==> src/rtl/phase_sequence_monitor.sv <==
// phase_sequence_monitor: checks one-hot p0..p3 rotation, locks after clean rotations, counts locked rotations, flags faults
// Optional feature macro: PHASE_MON_AUTORELOCK_EN (FAULT releases to IDLE after one cycle instead of waiting for clr)
module phase_sequence_monitor #(
    parameter int LOCK_ROTS = 2,
    parameter int CNT_W     = 16
) (
    input  logic             clk,
    input  logic             rst_n,
    input  logic             p0,
    input  logic             p1,
    input  logic             p2,
    input  logic             p3,
    input  logic             clr,
    output logic             locked,
    output logic [1:0]       phase_idx,
    output logic             err,
    output logic             err_sticky,
    output logic [1:0]       err_code,
    output logic [CNT_W-1:0] rot_cnt
);
    localparam logic [1:0] S_IDLE    = 2'd0;
    localparam logic [1:0] S_ACQUIRE = 2'd1;
    localparam logic [1:0] S_LOCKED  = 2'd2;
    localparam logic [1:0] S_FAULT   = 2'd3;
    localparam logic [3:0] LOCK_TARGET = 4'(LOCK_ROTS);

    logic [1:0]       r_state;
    logic [1:0]       r_prev_idx;
    logic [1:0]       r_phase_idx;
    logic [1:0]       r_err_code;
    logic [3:0]       r_good;
    logic             r_err;
    logic             r_err_sticky;
    logic [CNT_W-1:0] r_rot_cnt;

    logic [3:0] w_v;
    logic       w_onehot;
    logic [1:0] w_idx;
    logic [1:0] w_exp;
    logic       w_step_ok;
    logic       w_wrap;

    assign w_v       = {p3, p2, p1, p0};
    assign w_onehot  = $onehot(w_v);
    assign w_idx     = {w_v[3] | w_v[2], w_v[3] | w_v[1]};
    assign w_exp     = r_prev_idx + 2'd1;
    assign w_step_ok = w_onehot && (w_idx == w_exp);
    assign w_wrap    = w_step_ok && (w_idx == 2'd0);

    assign locked     = (r_state == S_LOCKED);
    assign phase_idx  = r_phase_idx;
    assign err        = r_err;
    assign err_sticky = r_err_sticky;
    assign err_code   = r_err_code;
    assign rot_cnt    = r_rot_cnt;

    // Sequence FSM plus status/counter registers; a fault on the same edge as clr overrides the clear
    always_ff @(posedge clk or negedge rst_n) begin
        if (!rst_n) begin
            r_state      <= S_IDLE;
            r_prev_idx   <= 2'd0;
            r_phase_idx  <= 2'd0;
            r_err_code   <= 2'b00;
            r_good       <= 4'd0;
            r_err        <= 1'b0;
            r_err_sticky <= 1'b0;
            r_rot_cnt    <= '0;
        end else begin
            r_err <= 1'b0;
            if (w_onehot)
                r_phase_idx <= w_idx;
            if (clr) begin
                r_err_sticky <= 1'b0;
                r_err_code   <= 2'b00;
                r_rot_cnt    <= '0;
            end
            case (r_state)
                S_IDLE: begin
                    if (w_onehot) begin
                        r_state    <= S_ACQUIRE;
                        r_prev_idx <= w_idx;
                        r_good     <= 4'd0;
                    end
                end
                S_ACQUIRE: begin
                    if (w_step_ok) begin
                        r_prev_idx <= w_idx;
                        if (w_wrap) begin
                            r_good <= r_good + 4'd1;
                            if (r_good + 4'd1 == LOCK_TARGET)
                                r_state <= S_LOCKED;
                        end
                    end else begin
                        r_state <= S_IDLE;
                        r_good  <= 4'd0;
                    end
                end
                S_LOCKED: begin
                    if (w_step_ok) begin
                        r_prev_idx <= w_idx;
                        if (w_wrap && !clr && !(&r_rot_cnt))
                            r_rot_cnt <= r_rot_cnt + CNT_W'(1);
                    end else begin
                        r_state      <= S_FAULT;
                        r_err        <= 1'b1;
                        r_err_sticky <= 1'b1;
                        r_err_code   <= w_onehot ? 2'b10 : 2'b01;
                    end
                end
                default: begin
`ifdef PHASE_MON_AUTORELOCK_EN
                    r_state <= S_IDLE;
`else
                    if (clr)
                        r_state <= S_IDLE;
`endif
                end
            endcase
        end
    end
endmodule

==> config.mk <==
export PLATFORM = sky130hd
export DESIGN_NAME = phase_sequence_monitor
export DESIGN_NICKNAME = d
export VERILOG_FILES = /design/src/rtl/phase_sequence_monitor.sv
export SDC_FILE = /design/constraint.sdc
export NUM_CORES = 1
export LEC_CHECK = 0
export CORE_ASPECT_RATIO = 0.75
export CORE_MARGIN = 8
export CORE_UTILIZATION = 53
export CTS_CLUSTER_DIAMETER = 40
export CTS_CLUSTER_SIZE = 30
export DETAILED_ROUTE_END_ITERATION = 7
export PLACE_DENSITY_LB_ADDON = 0.2
export SYNTH_ARGS = -nofsm -noshare
export SYNTH_HDL_FRONTEND = slang
export SYNTH_SLANG_ARGS = --single-unit
==> constraint.sdc <==
create_clock -name clk -period 2.5 [get_ports clk]
set_clock_uncertainty 0.15 [all_clocks]
set_input_delay 0.625 -clock clk [delete_from_list [all_inputs] [get_ports clk]]
set_output_delay 0.625 -clock clk [all_outputs]
set_load 0.005 [all_outputs]
# Word level (Yosys, flattened, before mapping)
# Cells that the tools add are included.
[op_classes]
n_addsub = 6
n_eq_ne = 10
n_mux = 27
n_bitwise = 2
n_reduce_logical = 16
[ops]
columns = ["op", "count"]
rows = [
  ["$mux W16", 4],
  ["$mux W2", 12],
  ["$add A16 B1 Y16 const B", 1],
  ["$reduce_and A16 Y1", 1],
  ["$mux W4", 3],
  ["$pmux W4 S2", 1],
  ["$ne A3 B3 Y1 const B", 2],
  ["$pmux W2 S3", 1],
  ["$reduce_and A3 Y1", 2],
  ["$mux W1", 5],
  ["$reduce_and A5 Y1", 1],
  ["$add A1 B1 Y2", 2],
  ["$add A4 B1 Y4 const B", 1],
  ["$eq A4 B2 Y1 const B", 1],
  ["$logic_and A1 B1 Y1", 4],
  ["$logic_not A2 Y1", 2],
  ["$ne A2 B2 Y1 const B", 2],
  ["$pmux W2 S2", 1],
  ["$reduce_bool A2 Y1", 2],
  ["$reduce_bool A4 Y1", 1],
  ["$add A2 B2 Y3", 1],
  ["$eq A3 B1 Y1 const B", 1],
  ["$add A2 B1 Y2 const B", 1],
  ["$eq A2 B1 Y1 const B", 1],
  ["6 further kinds", 8],
]
[totals]
reg_bits = 30
inputBits = 7
output_inout_bits = 23
elab_cells = 69

# Depth between registers and ports, before layout
# Gate-level depths: netlist (run 1).
[depth]
depth_word = 10
ltp_mapped = 11
depth_no_buf = 10

# Worst setup path after synthesis (run 1)
# OpenSTA, ideal clock, no wires.
[synth_path]
path_type = "input -> register"
from = "input p0"
to = "register r_rot_cnt[11], in the netlist rot_cnt[11]"
setup_ns = 0.067
arrival_time_ns = 2.955
t_required_ns = 2.283
slack_ns = -0.672
path_stages = 10
path_buffers = 0
cell_sequence = "inv_1 -> fa_1 -> inv_1 -> ha_1 -> ha_1 -> nor4b_1 -> and4_1 -> o2111ai_4 -> or4b_1 -> nand2_1"
[synth_via]
elab_chain_cells = 10
[synth_lines]
columns = ["element", "line_no", "rtl"]
rows = [
  ["from (decl)", "9", "input logic p0,"],
  ["$add A1 B1 Y2 (implied by the code) *", "44", "assign w_onehot = $onehot(w_v);"],
  ["$add A2 B2 Y3 (implied by the code) *", "44", ""],
  ["$eq A3 B1 Y1 *", "44", ""],
  ["$logic_and A1 B1 Y1 *", "47", "assign w_step_ok = w_onehot && (w_idx == w_exp);"],
  ["$logic_and A1 B1 Y1", "48", "assign w_wrap = w_step_ok && (w_idx == 2'd0);"],
  ["$logic_and A1 B1 Y1 (2 in series)", "101", "if (w_wrap && !clr && !(&r_rot_cnt))"],
  ["$mux W16", "101", ""],
  ["$mux W16 *", "99", "if (w_step_ok) begin"],
  ["$mux W16 *", "77", "case (r_state)"],
  ["to (signal assigned)", "102", "r_rot_cnt <= r_rot_cnt + CNT_W'(1);"],
  ["to (decl)", "34", "logic [CNT_W-1:0] r_rot_cnt;"],
]
# Mark *: on every way between the ends. The rest lies on a longest branch, timed or not.
# A chain may end at the register's enable or synchronous reset.

# Final worst setup path (run 1)
# Ends and elaborated chain as after synthesis.

==> impl_results.md, run 1 <==
* Worst relative slew slack at 0.6608
* Leak at 1.155 nW
* Wirelength per Cell at 22.67 um
* CTS Buf Count at 5
* Outcome: finished, violations left
* Switching portion of total power at 0.3547
* Final Non-Filler Cells at a little under 300
* Rows at 18
* Clock Path Buffers at 2
* Post-Route WL at 6688 um
* Layout Utilization at 0.8585
* Highest clock rate at 348.3 MHz
* Cell count after synthesis at 190
* Fin crit share at 1.148
* Final setup margin at -0.3712 ns
* Overall routing resource usage at 0.1933
* # diodes at 0
* Tmin final at approximately 2.9 ns
* Syn_nets at between 200 and 250
* DRT iter0 DRCs at 149
* Register area share after synthesis at 0.4038
* Htree depth at 2
* Required time of the critical path at 2.58 ns
* Hold_ws at roughly 0.35 ns
* DR pass1 iterations at 4
* Arrival @ worst endpoint at 2.95 ns
* #FFs+latches synth at 30
* Slowest CP cell: or4b_1
* Top_reg_cell synth: dfrtp_1
* Synth warn at 0
* Critical Path Source Type: primary input
* Layout area overhead at 53.90%
* IO buf count at 29
* Cell Area, Synth at 1859 um^2
* Worst setup path class: in2reg
* Cell count after placement at 278
* Avg Inst Size Synth at 9.786 um^2
* Final setup vio count at 30
* CTS root buf: clkbuf_8
* Slew at the pin closest to its max-slew limit at approximately 0.51 ns
* Crit path largest cell delay at 0.56 ns
* CP max FO at 4
* First-pass GRT wire length at around 8700 um
* Overall power at 0.001559 W
* Vias per cell at 6.573
* Failing checks: negative setup slack
* Layout cell share with drive strength beyond 1 at 0.3569
* Die area at 5679 um^2
* Post-DP HPWL at 3653 um
* Vias in the first global route at 1830
* I/O Pins at 30
* Comb pwr share at 0.391
* Yosys cell types at 49
* Drc violations at 0
* PD cells at 545.0 nW/um^2
* EDFF count, synth at 0
* Routed via count at 1939
* Initial antenna violation count at 0
* CORE AREA at between 3000 and 4000 um^2
* Crit path cell chain: buf_8 -> inv_8 -> fa_1 -> inv_2 -> ha_4 -> ha_4 -> nor4b_4 -> and4_1 -> o2111ai_4 -> or4b_1 -> nand2_1
* CTS tree: yes
* Pint at 0.001006 W
* Seq pwr share at 0.365
* Maximum number of pins on one net before global-route repair at 31
* Clk pin slew, worst setup/hold paths at 0.07 ns
* Gr ovfl total at 0
* Nets at about 270
* Sw power at between 0.0005 and 0.0006 W
* Final Hold Fails at 0
* Async SR Flop Fraction at 1.000
* Hold crit path type: reg2reg
* GP Congestion at 0.8824
* Die Y-Extent at 67.30 um
* ANT nets after route at 0
* Peak supply drop at 685.0 uV
* Starting Density at 0.5578
* Max Cap Viol at 0
* Die width at roughly 84 um
* CP dominant cell by count: ha_4
* Clock sinks at 30
* Clk pwr share at 0.244
* Fin. max-slew vios at 0
* RSZ-0062 raised after global routing: yes
* Worst-Skew Late Latency at 0.29 ns
* CP endpoint kind: flop
==> power by group through the flow <==
stage	sequential [W]	combinational [W]	clock [W]
5_1_grt	0.000574	0.000651	0.000400
4_1_cts	0.000563	0.000518	0.000377
3_5_place_dp	0.000571	0.000464	0
2_1_floorplan	0.000566	0.000304	0
6_report	0.000569	0.000610	0.000381
3_3_place_gp	0.000567	0.000446	0
==> area by class of cell <==
type                       count  area (um^2)
clock buffer                   5        68.82
clock inverter                 2        10.01
fill                         170        471.7
inverter                      13        56.30
multi-input combinational    143         1354
sequential                    30        750.7
tap                           40        50.05
timing repair buffer          62        571.8
==> stage by stage <==
step           worst slack, ns  setup TNS, ns  area, um^2
3_5_place_dp            -1.174         -30.56        2445
4_1_cts                -0.3659         -6.322        2631
6_report               -0.3712         -7.973        2861
5_1_grt                -0.4632         -9.766        2861
2_1_floorplan          -0.4773         -7.331        1971
3_3_place_gp            -1.087         -28.26        2445
==> layout by cell type (no fill, tap or decap), types with 3 or more instances in the layout <==
cell / n
dfrtp_1: 30
clkdlybuf4s50_1: 25
buf_4: 24
nand2_1: 22
nor2_1: 12
mux2i_1: 10
buf_6: 10
inv_1: 9
nand3_1: 8
o211ai_1: 6
mux2_4: 5
ha_1: 5
clkbuf_8: 5
nand4_1: 4
inv_2: 3
and4_1: 3
or4_1: 3
nor2_4: 3
ha_4: 3
==> synth_stat cells (2+ instances only) <==
cell type / instances / area, um^2
or4_1: 3 / 22.52
nand2_1: 24 / 90.09
nor2_1: 15 / 56.30
mux2_2: 5 / 56.30
or2_2: 2 / 12.51
dfrtp_1: 30 / 750.7
nand4bb_1: 2 / 22.52
o41ai_1: 2 / 17.52
nor3b_1: 3 / 22.52
o311ai_0: 4 / 35.03
inv_1: 13 / 48.80
a21oi_1: 4 / 20.02
o31ai_1: 2 / 15.01
ha_1: 8 / 100.1
nor2b_1: 2 / 12.51
xor2_1: 2 / 17.52
o211ai_1: 6 / 45.04
o21ai_0: 4 / 20.02
xnor2_1: 2 / 17.52
nand4_1: 4 / 25.02
nor4b_1: 2 / 17.52
nor3_1: 6 / 30.03
mux2i_1: 10 / 100.1
and4_1: 3 / 26.28
nand3_1: 8 / 40.04
==> state kept, by name, indices dropped and copies added (netlist names) <==
signal / cells
phase_idx: 2
rot_cnt: 16
r_state: 2
r_good: 4
err_sticky: 1
r_prev_idx: 2
err: 1
err_code: 2
==> path summary, 6_finish.rpt <==
kind,from,end,slack (ns),cells past startpoint
worst max-delay path,p0,rot_cnt[11],-0.37,11
worst min-delay path,phase_idx[1],phase_idx[1],0.35,2
worst max register to register,r_prev_idx[1],rot_cnt[11],0.18,6
worst min register to register,phase_idx[1],phase_idx[1],0.35,2
max in group asynchronous,rst_n,r_prev_idx[0],1.29,2
min in group asynchronous,rst_n,rot_cnt[2],0.60,2
==> kinds of logic after synthesis <==
kind of cell	count (synthesis)	synth area share
buf+inv	17	0.04172
fa+ha+maj	9	0.06461
compound gates	34	0.1528
xor+xnor	4	0.01885
simple gates	81	0.2342
flops	30	0.4038
mux	15	0.08412
==> per-layer routing <==
layer,wire [um],track usage,up-vias
li1,-,-,829
met1,2730,0.2235,977
met2,3257,0.3310,112
met3,533,0.06303,21
met4,167,0.07947,0
met5,0,0,-
==> worst max-delay path, delay by kind of cell <==
family	cells	cell delay, ns
AOI/OAI and AO/OA	1	0.13
adders and majority gates	3	0.94
buffers and inverters	3	0.17
and+or+nand+nor	4	1.10
==> timing repair <==
action / CTS / global route
buffers inserted: 6 / 5
setup endpoints to repair: 31 / 30
pin swaps: 16 / 17
cloned: 0 / 0
hold buffers: 0 / 0
gates resized for setup: 34 / 33
No activity file was read; power rests on OpenSTA's default activity.
==> run 2, diff against run 1 <==
--- a/config.mk
+++ b/config.mk
@@ -6,8 +6,7 @@
 export NUM_CORES = 1
 export LEC_CHECK = 0
 export CORE_ASPECT_RATIO = 0.75
-export CORE_MARGIN = 8
-export CORE_UTILIZATION = 53
+export CORE_UTILIZATION = 50
 export CTS_CLUSTER_DIAMETER = 40
 export CTS_CLUSTER_SIZE = 30
 export DETAILED_ROUTE_END_ITERATION = 7
==> impl_results.md, run 2 (synthesized netlist as in run 1, its figures left out) <==
* Maximum number of pins on one net before global-route repair at 31 (unchanged)
* Post-DP HPWL at 3329 um (-8.9%)
* Fin. max-slew vios at 0 (unchanged)
* Overall routing resource usage at 0.2538 (+0.06046)
* Initial antenna violation count at 0 (unchanged)
* CTS Hold Bufs at 0 (unchanged)
* Wirelength per Cell at 15.04 um (-34%)
* Layout Utilization at 0.7781 (-0.08034)
* Required time of the critical path at 2.57 ns (about the same)
* Worst path top cell family by delay: simple AND/OR/NAND/NOR gates
* Worst R2R Setup Slack at 0.18 ns (about the same)
* CORE AREA at 3423 um^2 (+2.7%)
* Max FFs per register at 16 (unchanged)
* First-pass GRT wire length at 7521 um (-13%)
* PD cells at 555.9 nW/um^2 (+2.0%)
* Crit path cell chain: buf_8 -> inv_8 -> fa_1 -> inv_2 -> ha_4 -> ha_4 -> nor4b_2 -> and4_1 -> o2111ai_4 -> or4b_1 -> nand2_1
* Post-Route WL at 4617 um (-31%)
* I/O Pins at 30 (unchanged)
* Final setup margin at -0.3657 ns (+0.005496 ns)
* Rows at 18 (unchanged)
* Peak supply drop at 435.0 uV (-36%)
* Worst relative slew slack at 0.6608 (about the same)
* CTS root buf: clkbuf_8
* Leak at 1.084 nW (-6.1%)
* Hold crit path type: reg2reg
* # diodes at 0 (unchanged)
* DRT iter0 DRCs at 94 (-37%)
* Fillers at 238 (+40%)
* Routed via count at 1753 (-9.6%)
* Gr ovfl total at 0 (unchanged)
* DR pass1 iterations at 4 (unchanged)
* CP dominant cell by count: ha_4
* Slowest CP cell: or4b_1
* Nets at 273 (+0.74%)
* Final Hold Fails at 0 (unchanged)
* CP max FO at 7 (+3)
* Tmin final at 2.866 ns (-0.005496 ns)
* CTS tree: yes
* Htree depth at 2 (unchanged)
* Vias per cell at 5.710 (-13%)
* Buf+Inv Stages, Crit Path at 3 (unchanged)
* Fin crit share at 1.146 (-0.002198)
* Highest clock rate at 349.0 MHz (+0.19%)
* IO buf count at 29 (unchanged)
* Layout area overhead at 43.27%
* Failing checks: negative setup slack
* Overall power at 0.001481 W (-5.0%)
* Outcome: finished, violations left
* Starting Density at 0.5431 (-0.01468)
* CP endpoint kind: flop
* Max Cap Viol at 0 (unchanged)
* Worst setup path class: in2reg
* Die Y-Extent at 54.81 um (-19%)
* Die width at 72.42 um (-14%)
* Commonest non-fill, non-tap cell in the layout: buf_4
* Arrival @ worst endpoint at 2.94 ns (about the same)
* Clock Path Buffers at 2 (unchanged)
* Drc violations at 0 (unchanged)
* ANT nets after route at 0 (unchanged)
* Crit path largest cell delay at 0.56 ns (about the same)
* RSZ-0062 raised after global routing: yes
* Final setup vio count at 29 (-3.3%)
* Multi-input gate area at 1162 um^2 (-14%)
* Clock sinks at 30 (unchanged)
* Clk pin slew, worst setup/hold paths at 0.06 ns (about the same)
* Most frequent cells in the layout: 33 x buf_4, 30 x dfrtp_1, 26 x clkdlybuf4s50_1
* GP Congestion at 0.8440 (-4.4%)
* Register area at 750.7 um^2 (unchanged)
* Layout cell share with drive strength beyond 1 at 0.3074 (-0.04947)
* Worst-Skew Late Latency at 0.28 ns (about the same)
* CTS Buf Count at 5 (unchanged)
* Die area at 3969 um^2 (-30%)
* Vias in the first global route at 1647 (-10%)
* Slew at the pin closest to its max-slew limit at 0.5042 ns (-0.002334 ns)
* Critical Path Source Type: primary input
-- run 2: timing repair --
action / CTS / global route
setup buffers: 7 / 2
endpoints found under the setup margin: 30 / 31
pin swaps: 11 / 6
gates resized for setup: 23 / 4
endpoints found under the hold margin: 0 / 0
-- run 2: power breakdown --
group | internal (W) | total, W | switching [W]
logic | 0.000295 | 0.000561 | 0.000266
registers | 0.000526 | 0.000562 | 0.0000365
clock network | 0.000191 | 0.000358 | 0.000167
total | 0.00101 | 0.00148 | 0.000470
-- run 2: area by class of cell --
class / count / share of cell area
clock buffers: 7 / 0.02865
flip-flops and latches: 30 / 0.2818
repair buffers: 64 / 0.2085
multi-input cells: 143 / 0.4364
inverters: 13 / 0.02114
well taps: 50 / 0.02349
-- run 2: through the flow --
stage               instances  TNS, ns  hold WS, ns  setup slack, ns  area, um^2
finish                    307   -6.695       0.3256          -0.3657        2664
CTS                       305   -7.267       0.3308          -0.4326        2638
detailed placement        291   -29.52       0.3182           -1.151        2480
floorplan                 190   -7.331       0.1794          -0.4773        1971
global route              307   -8.357       0.3642          -0.4055        2664
global placement          291   -28.28       0.3120           -1.088        2480
-- run 2: per-layer routing --
metal,vias up,GRT usage,part of all wire
li1,834,-,-
met1,845,0.3311,0.46
met2,65,0.4143,0.46
met3,9,0.06446,0.066
met4,0,0.09150,0.011
met5,-,0,0
-- run 2: final timing paths --
check,cells after the start,endpoint,start
worst max-delay path,11,rot_cnt[11],p0
worst max register to register,6,rot_cnt[11],r_prev_idx[1]
max in group asynchronous,2,r_state[1],rst_n
worst min-delay path,1,err_sticky,err_sticky
worst min register to register,1,err_sticky,err_sticky
min in group asynchronous,2,rot_cnt[10],rst_n
-- run 2: worst reg2reg max path, cell delays in order, from the launching register on --
cell,delay [ns]
dfrtp_1,0.43
or3_4,0.36
a211oi_4,0.34
buf_4,0.19
o2111ai_4,0.15
or4b_1,0.56
nand2_1,0.09
==> run 3, diff against run 2 <==
==> constraint.sdc (replaced) <==
create_clock -name clk -period 2.5 [get_ports clk]
set_clock_uncertainty 0.15 [all_clocks]
set_input_delay 0.625 -clock clk [delete_from_list [all_inputs] [get_ports clk]]
set_output_delay 0.625 -clock clk [all_outputs]
set_load 0.02 [all_outputs]
==> impl_results.md, run 3 (synthesized netlist as in run 1, its figures left out) <==
* Outcome: finished, violations left
* Failing checks: negative setup slack
* Peak supply drop at 454.2 uV (+4.4%)
* Clk pwr share at 0.284 (+0.042)
* Critical Path Source Type: primary input
* Sw power at 0.0005033 W (+7.2%)
* Overall routing resource usage at 0.2603 (+0.006487)
* Vias per cell at 5.652 (-1.0%)
* Rows at 18 (unchanged)
* CTS tree: yes
* Fin. max-slew vios at 0 (unchanged)
* Clk pin slew, worst setup/hold paths at 0.06 ns (about the same)
* Pint at 0.001100 W (+8.8%)
* Comb pwr share at 0.365 (-0.014)
* Leak at 1.126 nW (+3.9%)
* Placed cell area at 2487 um^2 (+0.30%)
* Wirelength per Cell at 15.39 um (+2.4%)
* Commonest non-fill, non-tap cell in the layout: dfrtp_1
* Final setup vio count at 29 (unchanged)
* Worst-Skew Late Latency at 0.28 ns (about the same)
* Max Cap Viol at 0 (unchanged)
* Tmin final at 2.824 ns (-0.04161 ns)
* I/O Pins at 30 (unchanged)
* Die area at 3969 um^2 (unchanged)
* Final Hold Fails at 0 (unchanged)
* Layout cell share with drive strength beyond 1 at 0.3294 (+0.02202)
* RSZ-0062 raised after global routing: yes
* DRT iter0 DRCs at 134 (+43%)
* CP endpoint kind: flop
* Vias in the first global route at 1578 (-4.2%)
* CTS Buf Count at 5 (unchanged)
* Seq pwr share at 0.351 (-0.029)
* PD cells at 585.7 nW/um^2 (+5.4%)
* CP max FO at 4 (-3)
* Hold_ws at 0.3307 ns (+0.005134 ns)
* Starting Density at 0.5431 (unchanged)
* DR pass1 iterations at 5 (+1)
* Drc violations at 0 (unchanged)
* Slew at the pin closest to its max-slew limit at 0.5611 ns (+0.05688 ns)
* Switching portion of total power at 0.3139 (-0.003208)
* CTS Hold Bufs at 0 (unchanged)
* Final setup margin at -0.3241 ns (+0.04162 ns)
* Die width at 72.42 um (unchanged)
* Most frequent cells in the layout: 30 x dfrtp_1, 29 x buf_4, 24 x nand2_1, 24 x clkdlybuf4s50_1, 11 x nor2_1
* Die Y-Extent at 54.81 um (unchanged)
* Hold crit path type: reg2reg
* Initial antenna violation count at 0 (unchanged)
* Finished Cell Area at 2738 um^2 (+2.8%)
* Htree depth at 2 (unchanged)
* Maximum number of pins on one net before global-route repair at 31 (unchanged)
* IO buf count at 29 (unchanged)
* Worst setup path class: in2reg
* Clock sinks at 30 (unchanged)
* Layout area overhead at 47.24%
* CORE AREA at 3423 um^2 (unchanged)
* Gr ovfl total at 0 (unchanged)
* Clock Path Buffers at 2 (unchanged)
* Routed via count at 1724 (-1.7%)
* Required time of the critical path at 2.52 ns (-0.05 ns)
* First-pass GRT wire length at 7507 um (-0.19%)
* Arrival @ worst endpoint at 2.84 ns (-0.10 ns)
* CTS root buf: clkbuf_8
* GP Congestion at 0.8610 (+2.0%)
* Worst relative slew slack at 0.6243 (-0.03647)
* Max FFs per register at 16 (unchanged)
* Fin crit share at 1.130 (-0.01665)
* Nets at 270 (-1.1%)
* Post-Route WL at 4695 um (+1.7%)
* ANT nets after route at 0 (unchanged)
* Highest clock rate at 354.1 MHz (+1.5%)
* Post-DP HPWL at 3291 um (-1.1%)
* # diodes at 0 (unchanged)
## run 3: changes by cell type in the layout (fill, tap and decap cells not counted), sizes merged
cell	previous run	this run
dlymetal6s2s	0	1
dlygate4sd2	0	1
buf	38	35
clkbuf	7	8
clkdlybuf4s50	26	24
## run 3: path summary, 6_finish.rpt
kind	startpoint	endpoint	slack [ns]	cells past startpoint
max	p0	r_good[3]	-0.32	11
min	phase_idx[0]	phase_idx[0]	0.33	2
max reg2reg	r_prev_idx[1]	r_good[3]	0.30	6
min reg2reg	phase_idx[0]	phase_idx[0]	0.33	2
max in group asynchronous	rst_n	phase_idx[0]	1.33	2
min in group asynchronous	rst_n	rot_cnt[10]	0.59	2
## run 3: layout make-up
| class | count | area, um^2 |
|---|---|---|
| Multi-Input combinational cell | 143 | 1207 |
| Sequential cell | 30 | 750.7 |
| Fill cell | 212 | 685.7 |
| Timing Repair Buffer | 61 | 550.5 |
| Clock buffer | 8 | 110.1 |
| Tap cell | 50 | 62.56 |
| Inverter | 13 | 56.30 |
## run 3: repair_timing
action / 4_1_cts / 5_1_grt
pin swaps: 9 / 7
setup buffers: 5 / 1
gates resized for setup: 33 / 9
hold endpoints to repair: 0 / 0
setup endpoints to repair: 31 / 30
## run 3: per-layer routing
layer / up-vias / track usage / part of all wire
li1: 829 / - / -
met1: 833 / 0.3567 / 0.46
met2: 54 / 0.4128 / 0.47
met3: 8 / 0.05341 / 0.052
met4: 0 / 0.09477 / 0.013
met5: - / 0 / 0
## run 3: critical path, cell delays in order
cell and delay (ns):
buf_8 0.08, inv_8 0.02, fa_1 0.54, inv_2 0.05
ha_4 0.15, ha_4 0.23, buf_4 0.14, nor3b_4 0.24
o211ai_1 0.18, a32oi_4 0.25, mux2_4 0.32
## run 3: power by group through the flow
stage               registers, W  clock network [W]  logic, W
finish                  0.000562           0.000455  0.000586
global route            0.000567           0.000488  0.000627
CTS                     0.000563           0.000464  0.000566
detailed placement      0.000570                  0  0.000505
global placement        0.000568                  0  0.000489
floorplan               0.000584                  0  0.000304
## run 3: through the flow
stage,instances,setup TNS [ns],power (W),util,setup WS (ns)
after detailed placement,292,-29.28,0.001075,0.7266,-1.165
after CTS,305,-6.640,0.001593,0.7887,-0.3839
after floorplan,190,-7.416,0.0008878,-,-0.4780
after global placement,292,-28.06,0.001057,0.7266,-1.083
final,305,-5.922,0.001603,0.7997,-0.3241
after global routing,305,-8.326,0.001682,0.7997,-0.4323
